File: src/rtl/uart_tx_buffered.sv
// Buffered 8N1 UART transmitter: byte FIFO behind a req/ready handshake feeding a serialiser.
// Optional even parity bit after D7 when UART_TX_PARITY_EN is defined.
module uart_tx_buffered #(
    parameter int CLK_HZ     = 25000000,
    parameter int BAUD       = 115200,
    parameter int FIFO_DEPTH = 4,
    parameter int STOP_BITS  = 1
) (
    input  logic                            clk,
    input  logic                            reset,
    input  logic                            tx_req,
    input  logic [7:0]                      tx_data,
    output logic                            tx_ready,
    output logic                            uart_tx,
    output logic                            busy,
    output logic [$clog2(FIFO_DEPTH):0]     fifo_level
);

    localparam int DIV = (CLK_HZ + BAUD / 2) / BAUD;
    localparam int CW  = $clog2(DIV * STOP_BITS);
    localparam int AW  = $clog2(FIFO_DEPTH);
    localparam int LW  = AW + 1;

    localparam logic [CW-1:0] BIT_LAST  = CW'(DIV - 1);
    localparam logic [CW-1:0] STOP_LAST = CW'(DIV * STOP_BITS - 1);

    typedef enum logic [2:0] {
        S_IDLE,
        S_START,
        S_DATA,
`ifdef UART_TX_PARITY_EN
        S_PARITY,
`endif
        S_STOP
    } state_t;

    state_t          r_state;
    logic [7:0]      r_mem [FIFO_DEPTH];
    logic [AW-1:0]   r_wr_ptr;
    logic [AW-1:0]   r_rd_ptr;
    logic [LW-1:0]   r_level;
    logic [7:0]      r_shift;
    logic [2:0]      r_bit;
    logic [CW-1:0]   r_cnt;
    logic            r_tx;

    state_t          w_state_next;
    logic            w_push;
    logic            w_pop;
    logic            w_have;
    logic            w_bit_end;
    logic            w_stop_end;
    logic [2:0]      w_bit_inc;
    logic [2:0]      w_bit_next;
    logic [CW-1:0]   w_cnt_next;
    logic            w_tx_next;

    assign tx_ready   = !reset && (r_level != LW'(FIFO_DEPTH));
    assign w_push     = tx_req && tx_ready;
    assign w_have     = (r_level != '0);
    assign w_bit_end  = (r_cnt == BIT_LAST);
    assign w_stop_end = (r_cnt == STOP_LAST);
    assign w_bit_inc  = r_bit + 3'd1;

    // NOTE: every signal assigned here gets a default first so no latch is inferred.
    always_comb begin
        w_state_next = r_state;
        w_pop        = 1'b0;
        w_cnt_next   = r_cnt + CW'(1);
        w_bit_next   = r_bit;
        w_tx_next    = r_tx;
        case (r_state)
            S_IDLE: begin
                w_cnt_next = '0;
                w_tx_next  = 1'b1;
                if (w_have) begin
                    w_pop        = 1'b1;
                    w_state_next = S_START;
                    w_tx_next    = 1'b0;
                end
            end
            S_START: begin
                if (w_bit_end) begin
                    w_cnt_next   = '0;
                    w_bit_next   = 3'd0;
                    w_state_next = S_DATA;
                    w_tx_next    = r_shift[0];
                end
            end
            S_DATA: begin
                if (w_bit_end) begin
                    w_cnt_next = '0;
                    if (r_bit == 3'd7) begin
`ifdef UART_TX_PARITY_EN
                        w_state_next = S_PARITY;
                        w_tx_next    = ^r_shift;
`else
                        w_state_next = S_STOP;
                        w_tx_next    = 1'b1;
`endif
                    end else begin
                        w_bit_next = w_bit_inc;
                        w_tx_next  = r_shift[w_bit_inc];
                    end
                end
            end
`ifdef UART_TX_PARITY_EN
            S_PARITY: begin
                if (w_bit_end) begin
                    w_cnt_next   = '0;
                    w_state_next = S_STOP;
                    w_tx_next    = 1'b1;
                end
            end
`endif
            S_STOP: begin
                // The whole stop period is one counter run; back-to-back frames reload here.
                if (w_stop_end) begin
                    w_cnt_next = '0;
                    if (w_have) begin
                        w_pop        = 1'b1;
                        w_state_next = S_START;
                        w_tx_next    = 1'b0;
                    end else begin
                        w_state_next = S_IDLE;
                        w_tx_next    = 1'b1;
                    end
                end
            end
            default: begin
                w_state_next = S_IDLE;
                w_cnt_next   = '0;
                w_tx_next    = 1'b1;
            end
        endcase
    end

    // NOTE: sequential state uses non-blocking assignments only.
    always_ff @(posedge clk) begin
        if (reset) begin
            r_state  <= S_IDLE;
            r_wr_ptr <= '0;
            r_rd_ptr <= '0;
            r_level  <= '0;
            r_shift  <= '0;
            r_bit    <= '0;
            r_cnt    <= '0;
            r_tx     <= 1'b1;
        end else begin
            r_state <= w_state_next;
            r_bit   <= w_bit_next;
            r_cnt   <= w_cnt_next;
            r_tx    <= w_tx_next;
            if (w_push) r_wr_ptr <= r_wr_ptr + AW'(1);
            if (w_pop) begin
                r_shift  <= r_mem[r_rd_ptr];
                r_rd_ptr <= r_rd_ptr + AW'(1);
            end
            case ({w_push, w_pop})
                2'b10:   r_level <= r_level + LW'(1);
                2'b01:   r_level <= r_level - LW'(1);
                default: r_level <= r_level;
            endcase
        end
    end

    // NOTE: storage is not reset; emptiness is tracked by the pointers and level alone.
    always_ff @(posedge clk) begin
        if (w_push) r_mem[r_wr_ptr] <= tx_data;
    end

    assign uart_tx    = r_tx;
    assign busy       = (r_state != S_IDLE) || w_have;
    assign fifo_level = r_level;

endmodule

File: config.mk
export PLATFORM = sky130hd
export DESIGN_NAME = uart_tx_buffered
export DESIGN_NICKNAME = d
export VERILOG_FILES = /design/src/rtl/uart_tx_buffered.sv
export SDC_FILE = /design/constraint.sdc
export NUM_CORES = 1
export LEC_CHECK = 0
export ABC_CLOCK_PERIOD_IN_PS = 3400
export BUFFER_PORTS_ARGS = -buffer_cell sky130_fd_sc_hd__buf_2
export CAP_MARGIN = 30
export CORE_UTILIZATION = 45
export CTS_CLUSTER_DIAMETER = 60
export DETAILED_ROUTE_END_ITERATION = 8
export HOLD_SLACK_MARGIN = 0.05
export PLACE_DENSITY_LB_ADDON = 0.2
export SYNTH_ARGS = -nofsm -noshare
export SYNTH_HDL_FRONTEND = slang
export SYNTH_SLANG_ARGS = --single-unit
File: constraint.sdc
create_clock -name clk -period 3.4 [get_ports clk]
set_input_delay 0.17 -clock clk [delete_from_list [all_inputs] [get_ports clk]]
set_output_delay 0.17 -clock clk [all_outputs]
set_load 0.02 [all_outputs]
# --- Word level (Yosys, flattened, before mapping) ---
# Memory sizes are Yosys's and may differ from the RTL's. A register that Yosys moved wholly into a read port is not among the register bits.
# Cells that the tools add are included.
word_totals:
  output_inout_bits: 6
  n_memories: 1
  ff_bits: 22
  ramBits: 32
  elab_cells: 69
classes:
  n_eq_ne: 14
  mux: 25
  order_cmp: 1
  reduce_logical: 14
  n_addsub: 6
  n_bitwise: 1
mem_list:
  columns: ["name", "depth", "word_bits", "read_ports", "rd_clocked_by_memory_dff", "wr", "line", "source"]
  rows:
  - ["r_mem", 4, 8, 1, 1, 1, "38", "logic [7:0] r_mem [FIFO_DEPTH];"]
op_table:
  columns: ["operator", "count"]
  rows:
  - ["$mux 3", 8]
  - ["$ne 2x2->1 const B", 6]
  - ["$pmux 3 s2", 2]
  - ["$pmux 3 s4", 1]
  - ["$mux 1", 11]
  - ["$add 8x1->8 const B", 1]
  - ["$eq 8x8->1 const B", 1]
  - ["$add 3x1->3 const B", 2]
  - ["$eq 3x2->1 const B", 2]
  - ["$reduce_bool 3->1", 2]
  - ["$reduce_or 3->1", 2]
  - ["$reduce_and 5->1", 1]
  - ["$add 2x1->2 const B", 2]
  - ["$lt 3x4->1 const B", 1]
  - ["$pmux 1 s4", 1]
  - ["$reduce_and 4->1", 1]
  - ["$reduce_bool 2->1", 2]
  - ["$bmux 1 s3", 1]
  - ["$eq 3x1->1 const B", 1]
  - ["$eq 3x3->1 const B", 1]
  - ["$logic_not 3->1", 1]
  - ["$ne 3x3->1 const B", 1]
  - ["$reduce_and 3->1", 1]
  - ["$sub 3x1->3 const B", 1]
  - ["7 further kinds", 8]

# --- Longest topological paths before layout ---
logic_depth:
  depth_word: 6
  depth_mapped: 12
  mapped_depth_nobuf: 11

# --- Worst setup path after synthesis ---
# Ideal clock, no wire load.
synth_path:
  path_type: "register -> register"
  startpoint: "register r_cnt[0]"
  endpoint: "register r_level[2] (netlist: fifo_level[2])"
  slack_ns: 0.966
  period_less_slack_ns: 2.434
  t_required_ns: 3.330
  arrival_ns: 2.364
  path_stages_with_launch: 13
  cell_sequence: "dfxtp_1 > inv_1 > ha_1 > nand4b_4 > o21ba_2 > buf_2 > nor2_1 > ha_1 > inv_1 > fa_1 > xor2_1 > or3_1 > a21oi_1"
synth_between:
  elab_chain_cells: 5
  elab_cells_between_ends: 7
synth_rtl:
  columns: ["item", "line", "source"]
  rows:
  - ["from (decl)", "44", "logic [CW-1:0] r_cnt;"]
  - ["from (signal assigned)", "152", "r_cnt <= w_cnt_next;"]
  - ["$eq 8x8->1 *", "62", "assign w_stop_end = (r_cnt == STOP_LAST);"]
  - ["$mux 1 *", "118", "if (w_stop_end) begin"]
  - ["$pmux 1 s2 *", "72", "case (r_state)"]
  - ["via w_pop", "49", "logic w_pop;"]
  - ["$eq 2x1->1 or $eq 2x2->1 (tied branches)", "159", "case ({w_push, w_pop})"]
  - ["$pmux 3 s2 or $reduce_bool 2->1 (tied branches)", null, null]
  - ["to (signal assigned)", "160", "2'b10: r_level <= r_level + LW'(1);"]
  - ["to (signal assigned)", "161", "2'b01: r_level <= r_level - LW'(1);"]
  - ["to (signal assigned)", "162", "default: r_level <= r_level;"]
  - ["to (decl)", "41", "logic [LW-1:0] r_level;"]
# The timed path passes the listed nets; every way through them passes the cells marked *.
# A chain may end at the register's enable or synchronous reset.

# --- Worst setup path after layout ---
layout_path:
  startpoint: "register r_state[1]"
  endpoint: "register r_level[2] (netlist: fifo_level[2])"
layout_between:
  elab_chain_cells: 4
  elab_cells_between_ends: 7
layout_rtl:
  columns: ["item", "line", "source"]
  rows:
  - ["from (decl)", "37", "state_t r_state;"]
  - ["from (signal assigned)", "150", "r_state <= w_state_next;"]
  - ["$eq 3x2->1 or $logic_not 3->1 (tied branches)", "72", null]
  - ["$pmux 1 s2 *", "72", null]
  - ["via w_pop", "49", null]
  - ["$eq 2x1->1 or $eq 2x2->1 (tied branches)", "159", null]
  - ["$pmux 3 s2 or $reduce_bool 2->1 (tied branches)", null, null]
# Marked as above.

==> flow_metrics.env <==
export IMPL_crit_type="flip-flop to flip-flop"
export IMPL_async_reset_ff_share_pct=0
export IMPL_die_w_um=80.5
export IMPL_instances_no_fill=327
export IMPL_cts_htree_levels=3
export IMPL_grt_overflow=0
export IMPL_max_freq_ghz=0.383
export IMPL_multi_input_area_um2=1120
export IMPL_drc=0
export IMPL_hpwl_mm=3.18
export IMPL_worstSetupEndpointType="flip-flop"
export IMPL_nets=273
export IMPL_routabilityCongestion=0.791
export IMPL_grt_max_degree=28
export IMPL_syn_to_final_growth_pct=14.3
export IMPL_routed_wl_mm=4.72
export IMPL_cp_slowest_stage_delay_ns=0.39
export IMPL_setup_tns_ns=0
export IMPL_skew_ns=0.00551
export IMPL_worstHoldPathCells=5
export IMPL_outcome="finished, final reports clean"
export IMPL_synth_flop_cell="edfxtp_1"
export IMPL_reg2reg_depth=10
export IMPL_cts_tree="done"
export IMPL_num_io_pins=17
export IMPL_tightest_slew_ns=0.687
export IMPL_clk_insertion_delay_late_ns=0.34
export IMPL_synthesis_nets=246
export IMPL_grt_pass1_vias=1681
export IMPL_worstReg2RegEnd="fifo_level[2]$_SDFFE_PP0P_"
export IMPL_cp_slowest_cell="dfxtp_1"
export IMPL_cp_arrival_ns=2.88
export IMPL_cp_cell_sequence="inv_1, ha_1, nand2b_1, nor2_1, ha_1, inv_1, fa_1, xor2_1, or3_1, a21oi_1"
export IMPL_ys_types=45
export IMPL_yosys_warnings=0
export IMPL_portBuffers=16
export IMPL_die_height_um=80.5
export IMPL_viasPerCell=5.20
export IMPL_num_fill_cells=506
export IMPL_cts_setup_buffers=0
export IMPL_p_per_area_nw_per_um2=752
export IMPL_worstSetupStartpointType="flip-flop"
export IMPL_drt_first_pass_iters=4
export IMPL_syn_mean_instance_area_um2=12.6
export IMPL_setup_violations=0
export IMPL_regToRegSetupSlack_ns=0.79
export IMPL_period_minus_slack_ns=2.61
export IMPL_irDropWorstVdd_v=0.000404
export IMPL_cap_viol_max_count=0
export IMPL_fp_dieArea_um2=6470
export IMPL_cts_buffers=9
export IMPL_hold_slack_ns=0.244
export IMPL_slew_violations=0
export IMPL_cp_max_fo=11
export IMPL_start_util_pct=46.8
export IMPL_r2r_start="r_state[1]$_SDFFE_PP0P_"
export IMPL_place_inst=303
export IMPL_drt_iter0_drc=64
export IMPL_drive_above_1_share_pct=19.0
export IMPL_grt_pass1_wl_mm=7.89
export IMPL_hp_start="tx_req"
export IMPL_cts_sinks=61
export IMPL_synth_edf_count=32
export IMPL_rows=28
export IMPL_rsz0062_at_grt="no"
export IMPL_finalHoldViolCount=0
export IMPL_grt_usage_pct=17.2
export IMPL_min_period_over_period_pct=76.7
export IMPL_holdCritPathClass="primary input to flip-flop"
export IMPL_core_um2=5920
export IMPL_syn_inst=220
export IMPL_via_count=1702
export IMPL_relSlewSlack_pct=54.1
export IMPL_cts_clk_slew_worst_paths_ns=0.07
export IMPL_clockRootBuffer="clkbuf_8"
export IMPL_p_leak_nw=1.10
export IMPL_cts_max_path_buffers=2
export IMPL_antenna_left=0
export IMPL_antenna_found_initial=0
export IMPL_ys_ff_latch=61
export IMPL_ys_seq_area_share_pct=55.6
export IMPL_min_to="r_wr_ptr[1]$_SDFFE_PP0P_"
export IMPL_antenna_cells=0
export IMPL_critical_path_required_ns=3.67
export IMPL_regArea_um2=1540
export IMPL_avgRoutedWirePerCell_um=14.4
export IMPL_synthesis_area_um2=2770
## flip-flops by register name, indices dropped and copies added, names as in the netlist
register,count
r_mem,32
r_cnt,8
r_shift,8
fifo_level,3
r_bit,3
r_rd_ptr,2
r_state,2
r_wr_ptr,2
uart_tx,1
## cells in the mapped netlist (5+ instances only)
| cell type | n | share of area [%] |
|---|---|---|
| dfxtp_1 | 29 | 21 |
| mux4_2 | 9 | 7.3 |
| mux2i_1 | 6 | 2.2 |
| nand3_1 | 10 | 1.8 |
| edfxtp_1 | 32 | 35 |
| a21oi_1 | 13 | 2.3 |
| inv_1 | 15 | 2.0 |
| nor2_1 | 22 | 3.0 |
| o21ai_0 | 10 | 1.8 |
| and2_1 | 5 | 1.1 |
| xor2_1 | 5 | 1.6 |
| ha_1 | 14 | 6.3 |
## routing by layer
metal | part of all wire (%) | vias up | GRT usage, %
met3 | 4.4 | 6 | 7.50
met2 | 48 | 28 | 27.8
li1 | - | 854 | -
met5 | 0 | - | 0
met4 | 1.1 | 0 | 6.43
met1 | 46 | 814 | 20.0
## metrics by stage
stage                     instance area [µm²]  utilization (%)  power (mW)  worst slack, ns
after floorplan                          2770                -        1.59            0.966
after global placement                   2890             48.8        1.76            0.905
after detailed placement                 2890             48.8        1.77            0.805
after CTS                                3170             53.5        2.41            0.786
after global routing                     3170             53.5        2.56            0.592
final                                    3170             53.5        2.38            0.792
## logic make-up (layout without fill, tap and decap cells)
kind of cell | Yosys count | count (layout) | share of synthesized area [%]
DFF | 61 | 61 | 55.6
xor gates and xnor gates | 9 | 9 | 2.85
adders and majority gates | 15 | 15 | 7.05
AOI/OAI and AO/OA | 37 | 37 | 9.40
and+or+nand+nor | 60 | 60 | 11.6
buffers and inverters | 23 | 55 | 4.02
muxes | 15 | 15 | 9.49
## cell usage in the layout, fill, tap and decap left out, types with 2 or more instances in the layout
| master | n |
|---|---|
| or3_1 | 4 |
| inv_6 | 2 |
| mux4_2 | 9 |
| nor3_1 | 2 |
| clkbuf_8 | 9 |
| dfxtp_1 | 29 |
| mux2i_1 | 6 |
| xnor2_1 | 4 |
| edfxtp_1 | 32 |
| inv_1 | 15 |
| nand2b_1 | 3 |
| xor2_1 | 5 |
| ha_1 | 14 |
| nor2_1 | 22 |
| clkinvlp_4 | 3 |
| nand2_1 | 4 |
| o21ai_0 | 10 |
| nand3_1 | 10 |
| dlygate4sd3_1 | 8 |
| buf_2 | 16 |
| a21oi_1 | 13 |
| and2_1 | 5 |
| a221oi_1 | 2 |
## report_power, final
| part | total, mW | internal [mW] | switching, mW |
|---|---|---|---|
| Clock | 0.631 | 0.340 | 0.291 |
| Sequential | 0.988 | 0.884 | 0.104 |
| Combinational | 0.763 | 0.320 | 0.443 |
## cell type report
type | count | share of cell area, %
clock buffer | 9 | 3.91
clock inverter | 7 | 2.33
inverter | 15 | 1.78
multi-input combinational | 136 | 35.3
sequential | 61 | 48.7
tap | 75 | 2.96
timing repair buffer | 24 | 5.06
## worst max-delay path by stage
| stage | start | endpoint | slack [ns] | cells after the start |
|---|---|---|---|---|
| after floorplan | r_cnt[0]$_SDFF_PP0_ | fifo_level[2]$_SDFFE_PP0P_ | 0.97 | 12 |
| final | r_state[1]$_SDFFE_PP0P_ | fifo_level[2]$_SDFFE_PP0P_ | 0.79 | 10 |
| after CTS | r_state[1]$_SDFFE_PP0P_ | fifo_level[2]$_SDFFE_PP0P_ | 0.79 | 10 |
| after detailed placement | r_state[1]$_SDFFE_PP0P_ | fifo_level[2]$_SDFFE_PP0P_ | 0.81 | 10 |
| after global placement | r_state[1]$_SDFFE_PP0P_ | fifo_level[2]$_SDFFE_PP0P_ | 0.90 | 10 |
| after global routing | r_state[1]$_SDFFE_PP0P_ | fifo_level[2]$_SDFFE_PP0P_ | 0.59 | 10 |
## timing repair
action / CTS / global route
hold buffers: 8 / 0
gates resized for setup: 0 / 0
hold endpoints to repair: 32 / 0
endpoints found under the setup margin: 0 / 0
## critical path, delay by kind of cell (launching register included)
family                   cells  cell delay, ns
flip-flops                   1            0.39
buffers and inverters        2            0.16
XOR/XNOR                     1            0.16
AO/OA/AOI/OAI                1            0.14
adder cells (fa/ha/maj)      3            0.91
AND/OR/NAND/NOR              3            0.80
Note: power is estimated with default switching activity, not from simulation.
